[src/rtl/seq_shifter.sv]
// Sequential barrel-free shifter: shifts one bit per clock (SRL/SLL/SRA/ROR)
// and presents the registered result with a one-cycle DONE pulse.
module seq_shifter #(
  parameter int WIDTH = 16,
  parameter int CW    = $clog2(WIDTH) + 1
) (
  input  logic             CLK,
  input  logic             RST_N,
  input  logic             START,
  input  logic [1:0]       MODE,
  input  logic [WIDTH-1:0] A,
  input  logic [WIDTH-1:0] B,
  output logic [WIDTH-1:0] O,
  output logic             BUSY,
  output logic             DONE
);

  localparam int LOG2W = $clog2(WIDTH);

  localparam logic [1:0] MODE_SRL = 2'b00;
  localparam logic [1:0] MODE_SLL = 2'b01;
  localparam logic [1:0] MODE_SRA = 2'b10;
  localparam logic [1:0] MODE_ROR = 2'b11;

  typedef enum logic [1:0] {
    IDLE  = 2'd0,
    SHIFT = 2'd1,
    FIN   = 2'd2
  } state_t;

  state_t           state_q, state_d;
  logic [WIDTH-1:0] work_q;
  logic [WIDTH-1:0] o_q;
  logic [CW-1:0]    cnt_q;
  logic [1:0]       mode_q;
  logic [CW-1:0]    amount;
  logic [WIDTH-1:0] step_value;
  logic             accept;

  assign accept = START && ((state_q == IDLE) || (state_q == FIN));

  // Rotates wrap modulo WIDTH; plain shifts saturate at WIDTH (all bits gone).
  always_comb begin
    amount = '0;
    if (MODE == MODE_ROR) begin
      amount = CW'(B[LOG2W-1:0]);
    end else if (B >= WIDTH'(WIDTH)) begin
      amount = CW'(WIDTH);
    end else begin
      amount = B[CW-1:0];
    end
  end

  always_comb begin
    step_value = work_q;
    case (mode_q)
      MODE_SRL: step_value = {1'b0, work_q[WIDTH-1:1]};
      MODE_SLL: step_value = {work_q[WIDTH-2:0], 1'b0};
      MODE_SRA: step_value = {work_q[WIDTH-1], work_q[WIDTH-1:1]};
      MODE_ROR: step_value = {work_q[0], work_q[WIDTH-1:1]};
      default:  step_value = work_q;
    endcase
  end

  always_ff @(posedge CLK or negedge RST_N) begin
    if (!RST_N) begin
      state_q <= IDLE;
    end else begin
      state_q <= state_d;
    end
  end

  always_comb begin
    state_d = state_q;
    case (state_q)
      IDLE:    if (START) state_d = SHIFT;
      SHIFT:   if (cnt_q == '0) state_d = FIN;
      FIN:     state_d = START ? SHIFT : IDLE;
      default: state_d = IDLE;
    endcase
  end

  // START during SHIFT is deliberately ignored: accept only covers IDLE/FIN.
  always_ff @(posedge CLK or negedge RST_N) begin
    if (!RST_N) begin
      work_q <= '0;
      o_q    <= '0;
      cnt_q  <= '0;
      mode_q <= MODE_SRL;
    end else if (accept) begin
      work_q <= A;
      cnt_q  <= amount;
      mode_q <= MODE;
    end else if (state_q == SHIFT) begin
      if (cnt_q != '0) begin
        work_q <= step_value;
        cnt_q  <= cnt_q - CW'(1);
      end else begin
        o_q <= work_q;
      end
    end
  end

  assign O    = o_q;
  assign BUSY = (state_q == SHIFT);
  assign DONE = (state_q == FIN);

endmodule

[config.mk]
export PLATFORM = sky130hd
export DESIGN_NAME = seq_shifter
export DESIGN_NICKNAME = d
export VERILOG_FILES = /design/src/rtl/seq_shifter.sv
export SDC_FILE = /design/constraint.sdc
export NUM_CORES = 1
export LEC_CHECK = 0
export CAP_MARGIN = 5
export CORE_ASPECT_RATIO = 1.4
export CORE_MARGIN = 4
export CORE_UTILIZATION = 54
export CTS_BUF_LIST = sky130_fd_sc_hd__clkbuf_8
export CTS_CLUSTER_SIZE = 16
export DETAILED_ROUTE_END_ITERATION = 12
export PLACE_DENSITY = 0.87
export SYNTH_ARGS = -nofsm -noshare
export SYNTH_HDL_FRONTEND = slang
export SYNTH_SLANG_ARGS = --single-unit
export TNS_END_PERCENT = 10
[constraint.sdc]
create_clock -name CLK -period 4.6 [get_ports CLK]
set_input_delay 1.38 -clock CLK [delete_from_list [all_inputs] [get_ports CLK]]
set_output_delay 1.38 -clock CLK [all_outputs]
set_load 0.01 [all_outputs]
==> summary.txt, run 1 <==
Cells and area
  • N_diodes: 0
  • Nets: 272
  • Most frequent cells in the layout: clkdlybuf4s50_1, dfrtp_1, nand2_1
  • Synth-to-layout area growth: 31.2%
  • Commonest non-fill, non-tap cell in the layout: clkdlybuf4s50_1
  • Final Non-Filler Cells: 276
  • Layout cell share with drive strength beyond 1: 20.1%

Timing
  • Fin Clk Skew: 0.00638 ns
  • Hold Fails Final Rpt: 0
  • RSZ-0062 raised after global routing: false
  • Worst-margin pin slew: 0.922 ns
  • Final min period: 3.08 ns
  • Crit share post-route: 66.9%
  • Finish-stage setup viols: 0
  • Slew Limit Fails: 0
  • FMAX: 0.325 GHz
  • PnR worst setup slack: 1.52 ns
  • Final Hold Slack: 0.509 ns
  • Setup tns final: 0 ns
  • Slew HR: 38.3%

Routing
  • Via count: 1503
  • DRT iter0 DRCs: 38
  • DRT antenna net count: 0
  • DR pass1 iterations: 4
  • Routed wire length per instance: 15.1 µm
  • Post-DR vias/cell: 5.45
  • Drt total wl: 4.16 mm
  • DRC violations left: 0

Critical path
  • Worst setup path category: reg2out
  • Delay-heaviest family, CP: buffers and inverters
  • CP max stage cell: clkdlybuf4s50_1
  • Maximum fanout along the worst path: 5
  • Worst Path Required: 3.22 ns
  • CP Launch Type: flip-flop
  • Buffers and inverters on the worst path: 2
  • Cell Chain, Critical Path: nand2b_1 -> inv_1 -> clkdlybuf4s50_1
  • Critical path's largest stage delay: 0.58 ns
  • CP Capture Type: primary output
  • Worst path arrival time: 1.70 ns

Logic synthesis
  • Syn Std Cell Area: 2120 µm²
  • Yosys warning total: 0
  • Most used DFF post-synth: dfrtp_1
  • Library cells used by synthesis: 33
  • Register area share after synthesis: 48.4%
  • FFs w/ async S/R, synth: 100%
  • Syn avg cell area: 11.8 µm²
  • Cells after Synth: 180
  • Syn nets: 219
  • Yosys reg bits: 41
  • Post-synth EDFFs: 0

CTS
  • Resized cells post-CTS: 0
  • CTS Buffer Depth: 2
  • Clk_lat worst skew: 0.29 ns
  • H-tree lvl count: 2
  • CTS Root Cell: clkbuf_8
  • CTS sink cnt: 41
  • Worst-path clk slew: 0.08 ns
  • Number of hold buffers added after CTS: 0
  • CTS Buf Count: 5
  • CTS tree: done
  • Post-CTS setup buffers: 0

Floorplanning
  • Die X: 60.9 µm
  • # IOs: 55
  • Rows: 26
  • Die footprint: 5000 µm²
  • Placeable Area: 3710 µm²
  • Initial core utilization: 57.1%
  • Die Y-Extent: 82.1 µm

Global route
  • Grt total ovfl: 0
  • Initial antenna violation count: 0
  • Tot GR Track Use: 17.9%
  • Vias in the first global route: 1487
  • Pin count of the biggest net entering global routing: 42
  • First-pass GRT wire length: 6.78 mm

Pwr
  • Final Power: 1.84 mW
  • Worst vdd ir: 0.487 mV
  • Leak Pwr: 1.26 nW
  • Pwr per Cell Area: 663 nW/µm²

Placement
  • HPWL after DPL: 2.97 mm
  • Final GP Congestion: 0.750
  • IO Port Bufs: 54
  • Worst slack, placed: 1.52 ns
  • Placed insts: 268

Outcome
  • Status: finished clean

Job
  • Max Cap Violations: 0

Hold path
  • Min-delay worst type: reg2reg
==> final cells by class <==
type	count	area, µm²
Tap cell	42	52.6
Sequential cell	41	1030
Timing Repair Buffer	55	543
Clock inverter	2	33.8
Multi-Input combinational cell	126	1030
Clock buffer	6	82.6
Fill cell	268	930
Inverter	4	15.0
==> worst register-to-register path, stage by stage, from the launching register on <==
cell and delay [ns]:
dfrtp_1 0.42, nor2b_2 0.74, mux2i_1 0.28, o21ai_0 0.09
mux2_4 0.26
==> metrics by stage <==
stage / util (%) / cell area, µm²
2_1_floorplan: - / 2120
3_3_place_gp: 71.8 / 2660
3_5_place_dp: 71.8 / 2660
4_1_cts: 74.9 / 2780
5_1_grt: 74.9 / 2780
6_report: 74.9 / 2780
==> cell usage after synthesis (2+ instances only) <==
cell	n	share of area (%)
buf_6	2	1.1
nor2b_1	5	1.5
nand3_1	3	0.71
a21oi_1	4	0.95
nand2b_1	2	0.59
nand2_1	21	3.7
dfrtp_1	41	48
nor2_1	6	1.1
mux2_2	16	8.5
nor4_1	3	0.89
o211ai_1	2	0.71
mux2_4	15	11
mux2i_1	16	7.6
inv_1	4	0.71
buf_2	2	0.47
o21ai_0	17	4.0
ha_1	2	1.2
or2_2	2	0.59
clkbuf_1	3	0.53
==> report_power, final <==
| group | switching (mW) | total [mW] | internal, mW |
|---|---|---|---|
| Sequential | 0.147 | 0.679 | 0.533 |
| Combinational | 0.343 | 0.868 | 0.525 |
| Clock | 0.119 | 0.294 | 0.175 |
| Total | 0.609 | 1.84 | 1.23 |
==> metal layers <==
metal	global-route usage [%]	wire length (µm)
met1	21.5	1760
met2	31.5	2180
met3	4.67	179
met4	4.56	45
met5	0	0
==> path summary, 6_finish.rpt <==
path                       slack [ns]  depth (start not counted)                     end              startpoint
max                              1.52                          3                    BUSY  state_q[1]$_DFFE_PN0P_
min                              0.51                          1        O[4]$_DFFE_PN0P_        O[4]$_DFFE_PN0P_
max reg2reg                      2.71                          4  work_q[11]$_DFFE_PN0P_   mode_q[1]$_DFFE_PN0P_
min reg2reg                      0.51                          1        O[4]$_DFFE_PN0P_        O[4]$_DFFE_PN0P_
max in group asynchronous        2.83                          1        O[2]$_DFFE_PN0P_                   RST_N
min in group asynchronous        1.21                          1  state_q[0]$_DFFE_PN0P_                   RST_N
==> sequential cells by signal, indices dropped and copies added (netlist names) <==
| register | flops |
|---|---|
| O | 16 |
| work_q | 16 |
| cnt_q | 5 |
| mode_q | 2 |
| state_q | 2 |
==> kinds of logic (layout without fill, tap and decap cells) <==
family / after synthesis / after routing / synth area share, %
buffers and inverters: 13 / 67 / 3.37
and+or+nand+nor: 47 / 47 / 11.6
DFF: 41 / 41 / 48.4
muxes: 47 / 47 / 26.7
AOI/OAI and AO/OA: 29 / 29 / 8.27
xor gates and xnor gates: 1 / 1 / 0.414
adders and majority gates: 2 / 2 / 1.18
(Power assumes the default switching activity.)
==> run 2: changes to the inputs <==
Settings changed: CORE_UTILIZATION 54 to 45, PLACE_DENSITY 0.87 to 0.78.
Clock period 4.6 ns to 2.65 ns, I/O delays scaled along.
==> run 2 against run 1 <==
Effect of this change: sequential share of layout area shrank 0.65 points; final area grew 1.8%; flip-flop and latch count is the same; clock power grew 62%; utilization shrank 13 points; sequential power grew 74%; register-to-register slack lost 2.0 ns; power grew 73%; clock skew shrank 0.0021 ns; non-clock buffer count grew 5; final cell count grew 8.7%; critical path type unchanged; largest power group unchanged; highest routed layer unchanged.
==> summary.txt, run 2 (synthesized netlist as in run 1, its figures left out) <==
Outcome
  • Status: finished clean

Pwr
  • Switching share of power: 33.4%
  • Final Power: 3.20 mW
  • Reg power frac: 36.9%
  • Leak Pwr: 1.27 nW
  • Worst vdd ir: 0.531 mV
  • Cell Int Power: 2.13 mW
  • Pwr per Cell Area: 1130 nW/µm²
  • Switching power of the nets: 1.07 mW
  • Comb pwr share: 48.2%
  • Clock share of power: 14.9%

Timing
  • Setup tns final: 0 ns
  • FMAX: 0.403 GHz
  • PnR worst setup slack: 0.171 ns
  • Slew HR: 54.6%
  • Worst-margin pin slew: 0.679 ns
  • RSZ-0062 raised after global routing: false
  • Slew Limit Fails: 0
  • Fin Clk Skew: 0.00426 ns
  • Finish-stage setup viols: 0
  • Final min period: 2.48 ns
  • Final Hold Slack: 0.404 ns
  • Hold Fails Final Rpt: 0
  • Crit share post-route: 93.6%

CTS
  • H-tree lvl count: 2
  • CTS Buffer Depth: 2
  • CTS Buf Count: 5
  • Post-CTS setup buffers: 0
  • CTS tree: done
  • Clk_lat worst skew: 0.28 ns
  • CTS sink cnt: 41
  • Number of hold buffers added after CTS: 0
  • CTS Root Cell: clkbuf_8
  • Worst-path clk slew: 0.07 ns
  • Resized cells post-CTS: 0

Cells and area
  • N_diodes: 0
  • Design area: 2830 µm²
  • Nets: 277
  • Final Non-Filler Cells: 300
  • Most frequent cells in the layout: clkdlybuf4s50_1, dfrtp_1, nand2_1
  • Multi-input logic area: 1030 µm²
  • Post-Route Utilization: 62.4%
  • Filler Cells Inserted: 365
  • Storage element area: 1030 µm²
  • Synth-to-layout area growth: 33.5%
  • Commonest non-fill, non-tap cell in the layout: clkdlybuf4s50_1
  • Layout cell share with drive strength beyond 1: 21.8%

Critical path
  • CP Capture Type: primary output
  • CP Launch Type: flip-flop
  • Maximum fanout along the worst path: 5
  • CP max stage cell: clkdlybuf4s50_1
  • Cell Chain, Critical Path: nand2b_1 -> inv_1 -> clkdlybuf4s50_1
  • Worst setup path category: reg2out
  • Worst setup path startpoint: state_q[1]$_DFFE_PN0P_
  • Worst path arrival time: 1.68 ns
  • Register-to-Register Path Depth: 5
  • Reg2reg setup slack: 0.74 ns
  • Setup crit end: BUSY
  • Worst reg2reg endpoint: work_q[8]$_DFFE_PN0P_
  • Critical path's largest stage delay: 0.58 ns
  • Worst Path Required: 1.86 ns
  • Reg2reg start: cnt_q[0]$_DFFE_PN0P_

Routing
  • Post-DR vias/cell: 5.06
  • Via count: 1519
  • DRT antenna net count: 0
  • DR pass1 iterations: 4
  • Drt total wl: 4.41 mm
  • Routed wire length per instance: 14.7 µm
  • DRT iter0 DRCs: 26
  • DRC violations left: 0

Floorplanning
  • Rows: 29
  • # IOs: 55
  • Placeable Area: 4540 µm²
  • Die Y-Extent: 89.2 µm
  • Die footprint: 5880 µm²
  • Initial core utilization: 46.7%
  • Die X: 66.0 µm

Global route
  • Vias in the first global route: 1582
  • First-pass GRT wire length: 7.22 mm
  • Grt total ovfl: 0
  • Pin count of the biggest net entering global routing: 22
  • Initial antenna violation count: 0
  • Tot GR Track Use: 16.1%

Placement
  • Placed insts: 293
  • HPWL after DPL: 3.38 mm
  • Worst slack, placed: 0.257 ns
  • IO Port Bufs: 54
  • Placed Instance Area: 2730 µm²
  • Final GP Congestion: 0.845

Hold path
  • Min-delay worst type: in2async

Job
  • Max Cap Violations: 0
-- run 2: changes by cell type in the layout (fill, tap and decap cells not counted) --
cell / before / now
buf_4: 1 / 6
inv_1: 5 / 4
clkbuf_8: 6 / 5
clkinv_2: 0 / 1
-- run 2: routing by layer --
metal	vias to the layer above	GRT usage (%)	routed length, µm
met2	31	29.8	2440
met5	-	0	0
met1	736	18.8	1750
met4	0	5.91	65
met3	6	2.14	151
li1	746	-	-
-- run 2: area by class of cell --
type / count / area share [%]
clock buffer: 5 / 2.43
clock inverter: 2 / 1.24
inverter: 4 / 0.531
multi-input combinational: 126 / 36.3
sequential: 41 / 36.3
tap: 62 / 2.74
timing repair buffer: 60 / 20.5
-- run 2: power groups by stage --
stage | registers [mW] | clock network, mW | logic, mW
after floorplan | 1.17 | 0 | 1.07
after global placement | 1.18 | 0 | 1.52
after detailed placement | 1.19 | 0 | 1.56
after CTS | 1.18 | 0.488 | 1.56
after global routing | 1.22 | 0.511 | 1.69
final | 1.18 | 0.477 | 1.54
-- run 2: critical path: cells and delay by family (launching register included) --
family / cells / cell delay [ns]
flops: 1 / 0.37
buf+inv: 2 / 0.80
simple gates: 1 / 0.23
-- run 2: how the worst min path moves through the flow --
stage	startpoint	endpoint	slack (ns)	cells after the start
global route	RST_N	cnt_q[2]$_DFFE_PN0P_	0.42	1
CTS	RST_N	cnt_q[4]$_DFFE_PN0P_	0.41	1
detailed placement	O[2]$_DFFE_PN0P_	O[2]$_DFFE_PN0P_	0.49	1
floorplan	mode_q[0]$_DFFE_PN0P_	mode_q[0]$_DFFE_PN0P_	0.48	2
finish	RST_N	cnt_q[2]$_DFFE_PN0P_	0.40	1
global placement	O[4]$_DFFE_PN0P_	O[4]$_DFFE_PN0P_	0.49	1
==> run 3: changes to the inputs <==
Settings changed: ABC_CLOCK_PERIOD_IN_PS from default to 2650.
==> results of run 3 <==
No change in the layout: final DEF, timing and power equal those of run 2.
